### src/rtl/ipif_pkg.sv
// Shared definitions for the AXI4-Lite to IPIF register bridge.
package ipif_pkg;

    localparam logic [1:0] RESP_OKAY   = 2'b00;
    localparam logic [1:0] RESP_SLVERR = 2'b10;

    // state      | meaning
    // IDLE       | no transaction; arbitrating AW+W against AR
    // WR_CE      | WrCE strobe cycle, Bus2IP_Data/BE valid
    // WR_RESP    | BVALID held until BREADY
    // RD_CE      | RdCE strobe cycle
    // RD_WAIT    | decode allowance; read slice captured at end of cycle
    // RD_RESP    | RVALID held until RREADY
    typedef enum logic [2:0] {
        IDLE,
        WR_CE,
        WR_RESP,
        RD_CE,
        RD_WAIT,
        RD_RESP
    } axil_state_t;

    // Byte-address bits below the register index.
    function automatic int ipif_addr_lsb(input int data_width);
        return $clog2(data_width / 8);
    endfunction

endpackage

### src/rtl/ipif_axil_slave.sv
// AXI4-Lite slave terminating register accesses into one-hot IPIF CE strobes.
module ipif_axil_slave
    import ipif_pkg::*;
#(
    parameter int C_S_AXI_DATA_WIDTH = 32,
    parameter int C_S_AXI_ADDR_WIDTH = 8,
    parameter int N_REG              = 2
) (
    input  logic                              S_AXI_ACLK,
    input  logic                              S_AXI_ARESETN,
    input  logic [C_S_AXI_ADDR_WIDTH-1:0]     S_AXI_AWADDR,
    input  logic                              S_AXI_AWVALID,
    output logic                              S_AXI_AWREADY,
    input  logic [C_S_AXI_DATA_WIDTH-1:0]     S_AXI_WDATA,
    input  logic [C_S_AXI_DATA_WIDTH/8-1:0]   S_AXI_WSTRB,
    input  logic                              S_AXI_WVALID,
    output logic                              S_AXI_WREADY,
    output logic [1:0]                        S_AXI_BRESP,
    output logic                              S_AXI_BVALID,
    input  logic                              S_AXI_BREADY,
    input  logic [C_S_AXI_ADDR_WIDTH-1:0]     S_AXI_ARADDR,
    input  logic                              S_AXI_ARVALID,
    output logic                              S_AXI_ARREADY,
    output logic [C_S_AXI_DATA_WIDTH-1:0]     S_AXI_RDATA,
    output logic [1:0]                        S_AXI_RRESP,
    output logic                              S_AXI_RVALID,
    input  logic                              S_AXI_RREADY,
    output logic [N_REG-1:0]                  RdCE,
    output logic [N_REG-1:0]                  WrCE,
    output logic [C_S_AXI_DATA_WIDTH-1:0]     Bus2IP_Data,
    output logic [C_S_AXI_DATA_WIDTH/8-1:0]   Bus2IP_BE,
    input  logic [N_REG*C_S_AXI_DATA_WIDTH-1:0] IP2Bus_Data
);

    localparam int DW       = C_S_AXI_DATA_WIDTH;
    localparam int BW       = C_S_AXI_DATA_WIDTH / 8;
    localparam int ADDR_LSB = ipif_addr_lsb(C_S_AXI_DATA_WIDTH);
    localparam int IDX_W    = C_S_AXI_ADDR_WIDTH - ADDR_LSB;

    axil_state_t      r_state;
    axil_state_t      w_state_nxt;
    logic             r_prefer_rd;
    logic [IDX_W-1:0] r_idx;
    logic             r_err;
    logic [N_REG-1:0] r_rdce;
    logic [N_REG-1:0] r_wrce;
    logic             r_bvalid;
    logic             r_rvalid;
    logic [DW-1:0]    r_rdata;
    logic [DW-1:0]    r_b2ip_data;
    logic [BW-1:0]    r_b2ip_be;

    logic             w_wr_pend;
    logic             w_rd_pend;
    logic             w_grant_wr;
    logic             w_grant_rd;
    logic [IDX_W-1:0] w_idx_in;
    logic             w_in_range_in;
    logic [N_REG-1:0] w_onehot;
    logic [DW-1:0]    w_rd_slice;
    logic             w_unused_addr_lsbs;

    // Sub-word address bits carry no meaning for word-wide registers.
    assign w_unused_addr_lsbs = &{1'b0, S_AXI_AWADDR[ADDR_LSB-1:0], S_AXI_ARADDR[ADDR_LSB-1:0]};

    assign w_wr_pend  = S_AXI_AWVALID & S_AXI_WVALID;
    assign w_rd_pend  = S_AXI_ARVALID;
    assign w_grant_rd = (r_state == IDLE) && w_rd_pend && (!w_wr_pend || r_prefer_rd);
    assign w_grant_wr = (r_state == IDLE) && w_wr_pend && (!w_rd_pend || !r_prefer_rd);

    assign S_AXI_AWREADY = w_grant_wr;
    assign S_AXI_WREADY  = w_grant_wr;
    assign S_AXI_ARREADY = w_grant_rd;

    assign w_idx_in      = w_grant_wr ? S_AXI_AWADDR[C_S_AXI_ADDR_WIDTH-1:ADDR_LSB]
                                      : S_AXI_ARADDR[C_S_AXI_ADDR_WIDTH-1:ADDR_LSB];
    assign w_in_range_in = (int'(w_idx_in) < N_REG);

    // One-hot decode of the incoming index; all-zero when out of range.
    always_comb begin
        w_onehot = '0;
        for (int i = 0; i < N_REG; i++) begin
            w_onehot[i] = (int'(w_idx_in) == i);
        end
    end

    // Read mux over the flattened register view; out-of-range reads return 0.
    always_comb begin
        w_rd_slice = '0;
        for (int i = 0; i < N_REG; i++) begin
            if (int'(r_idx) == i) begin
                w_rd_slice = IP2Bus_Data[i*DW +: DW];
            end
        end
    end

    // State register.
    always_ff @(posedge S_AXI_ACLK or negedge S_AXI_ARESETN) begin
        if (!S_AXI_ARESETN) begin
            r_state <= IDLE;
        end else begin
            r_state <= w_state_nxt;
        end
    end

    // Next-state logic.
    always_comb begin
        w_state_nxt = r_state;
        unique case (r_state)
            IDLE: begin
                if (w_grant_wr) begin
                    w_state_nxt = WR_CE;
                end else if (w_grant_rd) begin
                    w_state_nxt = RD_CE;
                end
            end
            WR_CE:   w_state_nxt = WR_RESP;
            WR_RESP: if (S_AXI_BREADY) w_state_nxt = IDLE;
            RD_CE:   w_state_nxt = RD_WAIT;
            RD_WAIT: w_state_nxt = RD_RESP;
            RD_RESP: if (S_AXI_RREADY) w_state_nxt = IDLE;
            default: w_state_nxt = IDLE;
        endcase
    end

    // Registered strobes, valids, captured transaction data and arbitration flag.
    always_ff @(posedge S_AXI_ACLK or negedge S_AXI_ARESETN) begin
        if (!S_AXI_ARESETN) begin
            r_prefer_rd <= 1'b1;
            r_idx       <= '0;
            r_err       <= 1'b0;
            r_rdce      <= '0;
            r_wrce      <= '0;
            r_bvalid    <= 1'b0;
            r_rvalid    <= 1'b0;
            r_rdata     <= '0;
            r_b2ip_data <= '0;
            r_b2ip_be   <= '0;
        end else begin
            r_wrce   <= w_grant_wr ? w_onehot : '0;
            r_rdce   <= w_grant_rd ? w_onehot : '0;
            r_bvalid <= (w_state_nxt == WR_RESP);
            r_rvalid <= (w_state_nxt == RD_RESP);
            if (w_grant_wr || w_grant_rd) begin
                r_idx <= w_idx_in;
                r_err <= !w_in_range_in;
            end
            if (w_grant_wr) begin
                r_b2ip_data <= S_AXI_WDATA;
                r_b2ip_be   <= S_AXI_WSTRB;
            end
            if (r_state == RD_WAIT) begin
                r_rdata <= w_rd_slice;
            end
            // Only a real collision flips priority, so uncontested traffic
            // never starves the other direction at the next collision.
            if ((r_state == IDLE) && w_wr_pend && w_rd_pend) begin
                r_prefer_rd <= !r_prefer_rd;
            end
        end
    end

    assign S_AXI_BVALID = r_bvalid;
    assign S_AXI_BRESP  = (r_bvalid && r_err) ? RESP_SLVERR : RESP_OKAY;
    assign S_AXI_RVALID = r_rvalid;
    assign S_AXI_RRESP  = (r_rvalid && r_err) ? RESP_SLVERR : RESP_OKAY;
    assign S_AXI_RDATA  = r_rdata;
    assign RdCE         = r_rdce;
    assign WrCE         = r_wrce;
    assign Bus2IP_Data  = r_b2ip_data;
    assign Bus2IP_BE    = r_b2ip_be;

endmodule

### config.mk
export PLATFORM = sky130hd
export DESIGN_NAME = ipif_axil_slave
export DESIGN_NICKNAME = d
export VERILOG_FILES = /design/src/rtl/ipif_pkg.sv /design/src/rtl/ipif_axil_slave.sv
export SDC_FILE = /design/constraint.sdc
export NUM_CORES = 1
export LEC_CHECK = 0
export ABC_AREA = 1
export CORE_MARGIN = 3
export CORE_UTILIZATION = 35
export CTS_BUF_LIST = sky130_fd_sc_hd__clkbuf_4 sky130_fd_sc_hd__clkbuf_8
export DETAILED_ROUTE_END_ITERATION = 16
export PLACE_DENSITY = 0.75
export SLEW_MARGIN = 15
export SYNTH_ARGS = -nofsm -noshare
export SYNTH_HDL_FRONTEND = slang
export SYNTH_SLANG_ARGS = --single-unit
export TNS_END_PERCENT = 30
### constraint.sdc
create_clock -name S_AXI_ACLK -period 1.6 [get_ports S_AXI_ACLK]
set_clock_uncertainty 0.05 [all_clocks]
set_input_delay 0.32 -clock S_AXI_ACLK [delete_from_list [all_inputs] [get_ports S_AXI_ACLK]]
set_output_delay 0.32 -clock S_AXI_ACLK [all_outputs]
set_load 0.01 [all_outputs]
==> Word-level counts from Yosys, hierarchy flattened <==
Cells that the tools add are included.
{ "op_classes": {"order_cmp": 1, "n_eq_ne": 9, "muxes": 12, "n_bitwise": 1, "reduce_logical": 17} }
{ "ops": {"columns": ["operator", "n"], "rows": [
  ["2-to-1 mux 32 bit", 2],
  ["case mux 3 bit (6 select lines)", 1],
  ["== test 6 x 2 -> 1 bit (second input constant)", 2],
  ["logical NOT 6 bit", 2],
  ["2-to-1 mux 3 bit", 4],
  ["== test 3 x 2 -> 1 bit (second input constant)", 3],
  ["== test 3 bit (second input constant)", 3],
  ["2-to-1 mux 2 bit", 4],
  ["logical AND 1 bit", 7],
  ["less-than comparator 6 x 2 -> 1 bit (second input constant)", 1],
  ["2-to-1 mux 6 bit", 1],
  ["logical NOT 1 bit", 4],
  ["== test 3 x 1 -> 1 bit (second input constant)", 1],
  ["logical NOT 3 bit", 1],
  ["logical OR 1 bit", 3],
  ["AND 1 bit", 1]
]} }
{ "totals": {"regBits": 85, "in_bits": 123, "out_inout_bits": 81, "wordCells": 51} }

==> Logic depth before layout (Yosys ltp) <==
Gate-level depths: netlist (run 1).
{ "logic_depth": {"ltp_word": 8, "depth_mapped": 10, "mapped_depth_nobuf": 9} }

==> Least setup slack after synthesis (run 1) <==
OpenSTA, ideal clock, no wires.
{ "synth_timing": {"path_kind": "reg2out", "startpoint": "register r_state[0]", "endpoint": "output port S_AXI_WREADY", "t_arrival_ns": 1.194, "required_ns": 1.230, "setup_slack_ns": 0.036, "stages_incl_launch_ff": 6, "n_path_buf": 2, "cell_sequence": "dfrtp_1 -> nor2_4 -> nand4_4 -> inv_1 -> buf_2 -> buf_4"} }
{ "synth_via": {"elab_chain_len": 3} }
{ "synth_rtl": {"columns": ["item", "line", "source"], "rows": [
  ["start: declaration", "ipif_axil_slave.sv:40", "axil_state_t r_state;"],
  ["start signal: assignment", "ipif_axil_slave.sv:102", "r_state <= w_state_nxt;"],
  ["logical NOT 3 bit", "ipif_axil_slave.sv:69", "assign w_grant_wr = (r_state == IDLE) && w_wr_pend && (!w_rd_pend || !r_prefer_rd);"],
  ["logical AND 1 bit (2 in a row)", "ipif_axil_slave.sv:69", null],
  ["end: declaration", "ipif_axil_slave.sv:17", "output logic S_AXI_WREADY,"]
]} }
Every way passes these cells.

==> Worst setup path in the final report (run 1) <==
{ "layout_timing": {"startpoint": "register r_state[1]", "endpoint": "output port S_AXI_AWREADY"} }
{ "layout_via": {"elab_chain_len": 3} }
{ "layout_rtl": {"columns": ["item", "line", "source"], "rows": [
  ["logical NOT 3 bit", "ipif_axil_slave.sv:69", null],
  ["logical AND 1 bit (2 in a row)", "ipif_axil_slave.sv:69", null],
  ["end: declaration", "ipif_axil_slave.sv:13", "output logic S_AXI_AWREADY,"]
]} }
Every way passes these cells.

==> results of run 1 <==
==> critical path, cell delays in order, from the launching register on <==
cell and delay [ps]:
dfrtp_1 420, nor2_4 180, nand4_4 150, inv_4 100, buf_6 90, buf_6 90
==> kinds of logic (layout without fill, tap and decap cells) <==
family,Yosys count,after routing,synth area share
AO/OA/AOI/OAI,47,47,0.0721
buffers and inverters,59,263,0.0715
flip-flops,85,85,0.543
other,1,2,0.000957
AND/OR/NAND/NOR,262,262,0.312
==> routing by layer <==
metal | global-route usage | up-vias | wire length, µm
li1 | - | 1944 | -
met1 | 0.253 | 1912 | 5070
met4 | 0.0892 | 0 | 361
met3 | 0.0364 | 28 | 641
met2 | 0.356 | 157 | 6740
met5 | 0 | - | 0
==> through the flow <==
| step | setup slack [ps] | instance area, µm² | cells | hold slack [ps] | TNS, ps |
|---|---|---|---|---|---|
| finish | -150 | 6440 | 799 | 370 | -565 |
| global route | -228 | 6440 | 799 | 383 | -1440 |
| CTS | -207 | 6390 | 798 | 359 | -465 |
| detailed placement | -538 | 6130 | 775 | 217 | -14560 |
| global placement | -507 | 6130 | 775 | 215 | -13900 |
| floorplan | 36.3 | 3920 | 455 | -25.6 | 0 |
==> worst min-delay path by stage <==
stage	slack [ps]	to	from	cells past startpoint
floorplan	-30	Bus2IP_BE[0]$_DFFE_PN0P_	S_AXI_ARESETN	0
global route	380	Bus2IP_Data[26]$_DFFE_PN0P_	S_AXI_ARESETN	2
global placement	220	Bus2IP_Data[14]$_DFFE_PN0P_	S_AXI_ARESETN	1
finish	370	Bus2IP_Data[26]$_DFFE_PN0P_	S_AXI_ARESETN	2
CTS	360	Bus2IP_Data[26]$_DFFE_PN0P_	S_AXI_ARESETN	2
detailed placement	220	Bus2IP_Data[26]$_DFFE_PN0P_	S_AXI_ARESETN	1
==> state kept, by name, summed over array words and instances (netlist names) <==
register and count:
S_AXI_RDATA 32, Bus2IP_Data 32, WrCE 2, RdCE 2
r_state 3, r_prefer_rd 1, r_idx 6, S_AXI_RVALID 1
Bus2IP_BE 4, S_AXI_BVALID 1, r_err 1
==> cells in the final DEF (no fill, tap or decap), types with 5 or more instances in the layout <==
| cell type | n |
|---|---|
| a31oi_1 | 32 |
| buf_12 | 10 |
| buf_4 | 15 |
| buf_6 | 5 |
| clkbuf_8 | 9 |
| clkdlybuf4s50_1 | 117 |
| dfrtp_1 | 84 |
| dlygate4sd2_1 | 75 |
| inv_1 | 16 |
| nand2_1 | 130 |
| nand2_2 | 9 |
| nand3_1 | 5 |
| nand4_1 | 64 |
| nor2_1 | 38 |
| o21ai_0 | 6 |
==> synth_stat cells (2+ instances only) <==
| cell | number |
|---|---|
| a31oi_1 | 32 |
| buf_2 | 18 |
| buf_4 | 5 |
| clkbuf_1 | 13 |
| dfrtp_1 | 84 |
| inv_1 | 20 |
| nand2_1 | 132 |
| nand2_2 | 8 |
| nand3_1 | 7 |
| nand4_1 | 64 |
| nor2_1 | 41 |
| nor2_2 | 3 |
| nor3_1 | 2 |
| o21ai_0 | 10 |
==> power by group through the flow <==
stage          clock network [W]  logic [W]  registers [W]
6_report                 0.00169    0.00540        0.00371
5_1_grt                  0.00183    0.00593        0.00382
4_1_cts                  0.00174    0.00539        0.00370
3_5_place_dp                   0    0.00585        0.00377
3_3_place_gp                   0    0.00570        0.00375
2_1_floorplan                  0    0.00231        0.00413
==> what timing repair did <==
item	4_1_cts	5_1_grt
endpoints found under the setup margin	86	15
buffers inserted	5	1
hold endpoints to repair	24	0
hold buffers	1	0
resized for setup	112	14
cloned	1	0
pin swaps	2	3
==> cell type report <==
cell class	count	area [µm²]
Sequential cell	85	2130
Inverter	21	81.3
Timing Repair Buffer	226	2250
Fill cell	966	4450
Clock buffer	11	139
Tap cell	140	175
Multi-Input combinational cell	311	1580
Clock inverter	5	85.1
==> impl_results.md, run 1 <==
- Top-area cell type share of the netlist area: 0.536
- Fin util: 0.591
- Synth Register Bits: 85
- Die ar.: 0.0125 mm²
- DRT antenna net count: 0
- CP startpoint kind: flop
- Area growth syn-to-layout: 64.3%
- Post-DR vias/cell: 5.06
- Violations in the final reports: negative setup slack
- Max-cap viol count: 0
- Reg2Reg Setup Slack: -60 ps
- CTS Buf Count: 9
- Switching pwr: 0.00435 W
- Sequential-to-total area share from yosys stat: 0.543
- CP endpoint: S_AXI_AWREADY
- Gate power share: 0.500
- Sequential share of power: 0.343
- WP data arrival: 1380 ps
- Final worst slack: -150 ps
- Starting density of the core: 0.360
- Worst-path fanout max: 3
- Outcome: finished with violations
- Die extent in x: 112 µm
- Worst Setup SP: r_state[1]$_DFF_PN0_
- Overflow after GRT: 0
- RR Startpoint: r_prefer_rd$_DFFE_PN1P_
- Hold Crit Class: input pin to async pin
- IO buf count: 197
- Int Pwr: 0.00644 W
- Total power: 0.0108 W
- Sw Share: 0.403
- Max-slew violation count: 0
- Via count: 4,041
- R2R cell count: 10
- First-pass GRT wire length: 20,900 µm
- Ant diodes: 0
- Final setup vio count: 8
- NumNets Final: 777
- Post-synth EDFFs: 0
- H-tree depth: 3
- Setup CP Type: flop to primary output
- DP Wirelength: 9100 µm
- Yosys top cell by area: dfrtp_1
- Crit Reg-Reg Endpoint: RdCE[0]$_DFF_PN0_
- Mapped Area: 0.00392 mm²
- Root Buffer: clkbuf_8
- FMAX: 571 MHz
- Final wirelength: 12,800 µm
- Die Ht: 112 µm
- Avg Cell Area, Syn: 8.63 µm²
- WP data required: 1230 ps
- Post-synthesis cell count: 454
- Total Routing Usage GR: 0.206
- CTS Sinks: 85
- RSZ-0062 raised after global routing: true
- DRT iter0 DRCs: 270
- CTS tree: done
- Period utilisation layout: 1.09
- Avg WL per Cell: 16.0 µm
- Final hold vios: 0
- Top post-synthesis cells by area: dfrtp_1, nand2_1, nand4_1
- Ys Warns: 0
- Row count: 38
- Initial antenna violation count: 0
- Clock group share of total power: 0.156
- Post-synth top flop: dfrtp_1
- Max Root-Sink Buffers: 2
- Max IR drop VDD: 0.00108 V
- Drt first pass iters: 4
- Core Box Area: 0.0109 mm²
- Clock Latency Late Sink: 350 ps
- Synth unique cells: 29
- Tmin final: 1750 ps
- Pwr per Cell Area: 1680 mW/mm²
- CP Capture Type: primary output
- Async SR Flop Fraction: 1.00
- GP Congestion: 0.921
- DRC: 0
- Leakage: 2.99 nW
- Vias in the first global route: 4,051
- Clock-pin slew on the worst setup and hold paths: 90 ps
- Largest net degree at the start of global routing: 65
- Io pins: 204
- Share of layout cells above drive strength 1: 0.124
Power figures use the tool's default switching activity.
==> run 2, diff against run 1 <==
--- a/config.mk
+++ b/config.mk
@@ -10,8 +10,8 @@
 export CORE_UTILIZATION = 35
 export CTS_BUF_LIST = sky130_fd_sc_hd__clkbuf_4 sky130_fd_sc_hd__clkbuf_8
 export DETAILED_ROUTE_END_ITERATION = 16
-export PLACE_DENSITY = 0.75
-export SLEW_MARGIN = 15
+export PLACE_DENSITY = 0.72
+export SLEW_MARGIN = 20
 export SYNTH_ARGS = -nofsm -noshare
 export SYNTH_HDL_FRONTEND = slang
 export SYNTH_SLANG_ARGS = --single-unit
==> constraint.sdc (replaced) <==
create_clock -name S_AXI_ACLK -period 1.85 [get_ports S_AXI_ACLK]
set_clock_uncertainty 0.05 [all_clocks]
set_input_delay 0.37 -clock S_AXI_ACLK [delete_from_list [all_inputs] [get_ports S_AXI_ACLK]]
set_output_delay 0.37 -clock S_AXI_ACLK [all_outputs]
set_load 0.01 [all_outputs]
==> run 2 against run 1 <==
Effect of this change: the flow finishes with violations (negative hold slack); non-clock buffer count decreased by 12; sequential cell count is the same; register-to-register slack better by 200 ps; utilization fell by 1.1 points; clock-buffer cell count is 1 lower; via count fell by 3.3%; power decreased by 9.5%; critical path type is now input pin to primary output; largest cell class unchanged; highest routed layer unchanged.
==> impl_results.md, run 2 (synthesized netlist as in run 1, its figures left out) <==
- IO buf count: 197
- Tmin final: 1810 ps
- NumNets Final: 765
- CP max-delay cell: clkdlybuf4s50_1
- RSZ-0062 raised after global routing: true
- Share of layout cells above drive strength 1: 0.0974
- CP startpoint kind: input pin
- CTS Sinks: 85
- # Post-CTS Setup Buffers: 0
- H-tree depth: 3
- Max-cap viol count: 0
- Total Routing Usage GR: 0.201
- Max Root-Sink Buffers: 2
- DRT antenna net count: 0
- Hold Slack: -52.2 ps
- Slew headroom: 0.658
- CP delay by family, top: buffers and inverters
- Worst-path fanout max: 3
- Post-DR vias/cell: 4.97
- Commonest non-fill, non-tap cell in the layout: clkdlybuf4s50_1
- Total power: 0.00976 W
- Hold Crit Class: input pin to async pin
- Crit path cell chain: clkdlybuf4s50_1, nand2_2, nand4_4, inv_4, buf_2
- Period utilisation layout: 0.980
- Violations in the final reports: negative hold slack
- Row count: 38
- Final worst slack: 37.9 ps
- Layout fillers: 971
- Starting density of the core: 0.360
- Via count: 3,909
- Worst slew pin tran: 514 ps
- CP Capture Type: primary output
- Die extent in x: 112 µm
- Clock-pin slew on the worst setup and hold paths: 90 ps
- Die Ht: 112 µm
- CTS Buf Count: 9
- GP Congestion: 0.860
- Place WS: -427 ps
- Max-slew violation count: 0
- Area growth syn-to-layout: 61.1%
- CTS tree: done
- CP bufs+invs: 3
- Ant diodes: 0
- Clock Latency Late Sink: 350 ps
- Initial antenna violation count: 0
- WP data arrival: 1390 ps
- Setup CP Type: input pin to primary output
- Root Buffer: clkbuf_8
- Max IR drop VDD: 0.000935 V
- Drt first pass iters: 4
- Most frequent cells in the layout: clkdlybuf4s50_1, nand2_1, dfrtp_1, nand4_1, nor2_1
- Vias in the first global route: 3,947
- WP data required: 1430 ps
- Core Box Area: 0.0109 mm²
- DRT iter0 DRCs: 317
- Avg WL per Cell: 16.2 µm
- DP Wirelength: 8910 µm
- Largest net degree at the start of global routing: 86
- Io pins: 204
- DRC: 0
- Final wirelength: 12,700 µm
- CP max stage delay: 490 ps
- Overflow after GRT: 0
- Outcome: finished with violations
- Pwr per Cell Area: 1550 mW/mm²
- Leakage: 2.75 nW
- First-pass GRT wire length: 20,300 µm
- Final setup vio count: 0
- Final hold vios: 20
- FMAX: 552 MHz
- Die ar.: 0.0125 mm²
run 2: stage by stage:
step	utilization	std cells	TNS [ps]	instance area, µm²
floorplan	-	455	0	3920
global placement	0.555	771	-6990	6050
detailed placement	0.555	771	-7990	6050
CTS	0.578	787	0	6290
global route	0.580	787	-50.1	6310
finish	0.580	787	0	6310
run 2: metal layers:
metal / global-route usage / up-vias / wire (µm)
li1: - / 1911 / -
met1: 0.250 / 1856 / 5230
met2: 0.349 / 126 / 6650
met3: 0.0402 / 16 / 616
met4: 0.0697 / 0 / 228
met5: 0 / - / 0
run 2: worst paths after layout:
path                                                  start  cells after the start  slack (ps)                           to
worst min register to register  Bus2IP_Data[23]$_DFFE_PN0P_                      2         430  Bus2IP_Data[23]$_DFFE_PN0P_
worst max register to register      r_prefer_rd$_DFFE_PN1P_                      8         140            r_err$_DFFE_PN0P_
min in group S_AXI_ACLK         Bus2IP_Data[23]$_DFFE_PN0P_                      2         430  Bus2IP_Data[23]$_DFFE_PN0P_
worst max-delay path                          S_AXI_ARVALID                      5          40                 S_AXI_WREADY
max in group asynchronous                     S_AXI_ARESETN                      2        1340      r_prefer_rd$_DFFE_PN1P_
worst min-delay path                          S_AXI_ARESETN                      2         -50  Bus2IP_Data[15]$_DFFE_PN0P_
run 2: area by class of cell:
| cell class | count | area, µm² | area share |
|---|---|---|---|
| inverters | 21 | 81.3 | 0.0129 |
| flip-flops and latches | 85 | 2130 | 0.337 |
| clock buffers | 10 | 138 | 0.0218 |
| multi-input cells | 311 | 1540 | 0.245 |
| clock inverters | 6 | 110 | 0.0174 |
| repair buffers | 214 | 2140 | 0.338 |
| well taps | 140 | 175 | 0.0277 |
run 2: what timing repair did:
| action | 4_1_cts | 5_1_grt |
|---|---|---|
| resized for setup | 18 | 8 |
| hold buffers | 0 | 0 |
| cloned | 0 | 0 |
| pin swaps | 1 | 0 |
| endpoints found under the setup margin | 9 | 9 |
run 2: report_power, final:
group          total, W  switching (W)  internal (W)
Sequential      0.00323       0.000500       0.00273
Combinational   0.00491        0.00254       0.00237
Clock           0.00163       0.000699      0.000932
Total           0.00976        0.00374       0.00602
==> run 3, diff against run 2 <==
--- a/config.mk
+++ b/config.mk
@@ -6,6 +6,7 @@
 export NUM_CORES = 1
 export LEC_CHECK = 0
 export ABC_AREA = 1
+export CAP_MARGIN = 10
 export CORE_MARGIN = 3
 export CORE_UTILIZATION = 35
 export CTS_BUF_LIST = sky130_fd_sc_hd__clkbuf_4 sky130_fd_sc_hd__clkbuf_8
==> results of run 3 <==
Same layout as run 2: the final DEF is identical, and so are final timing and power.
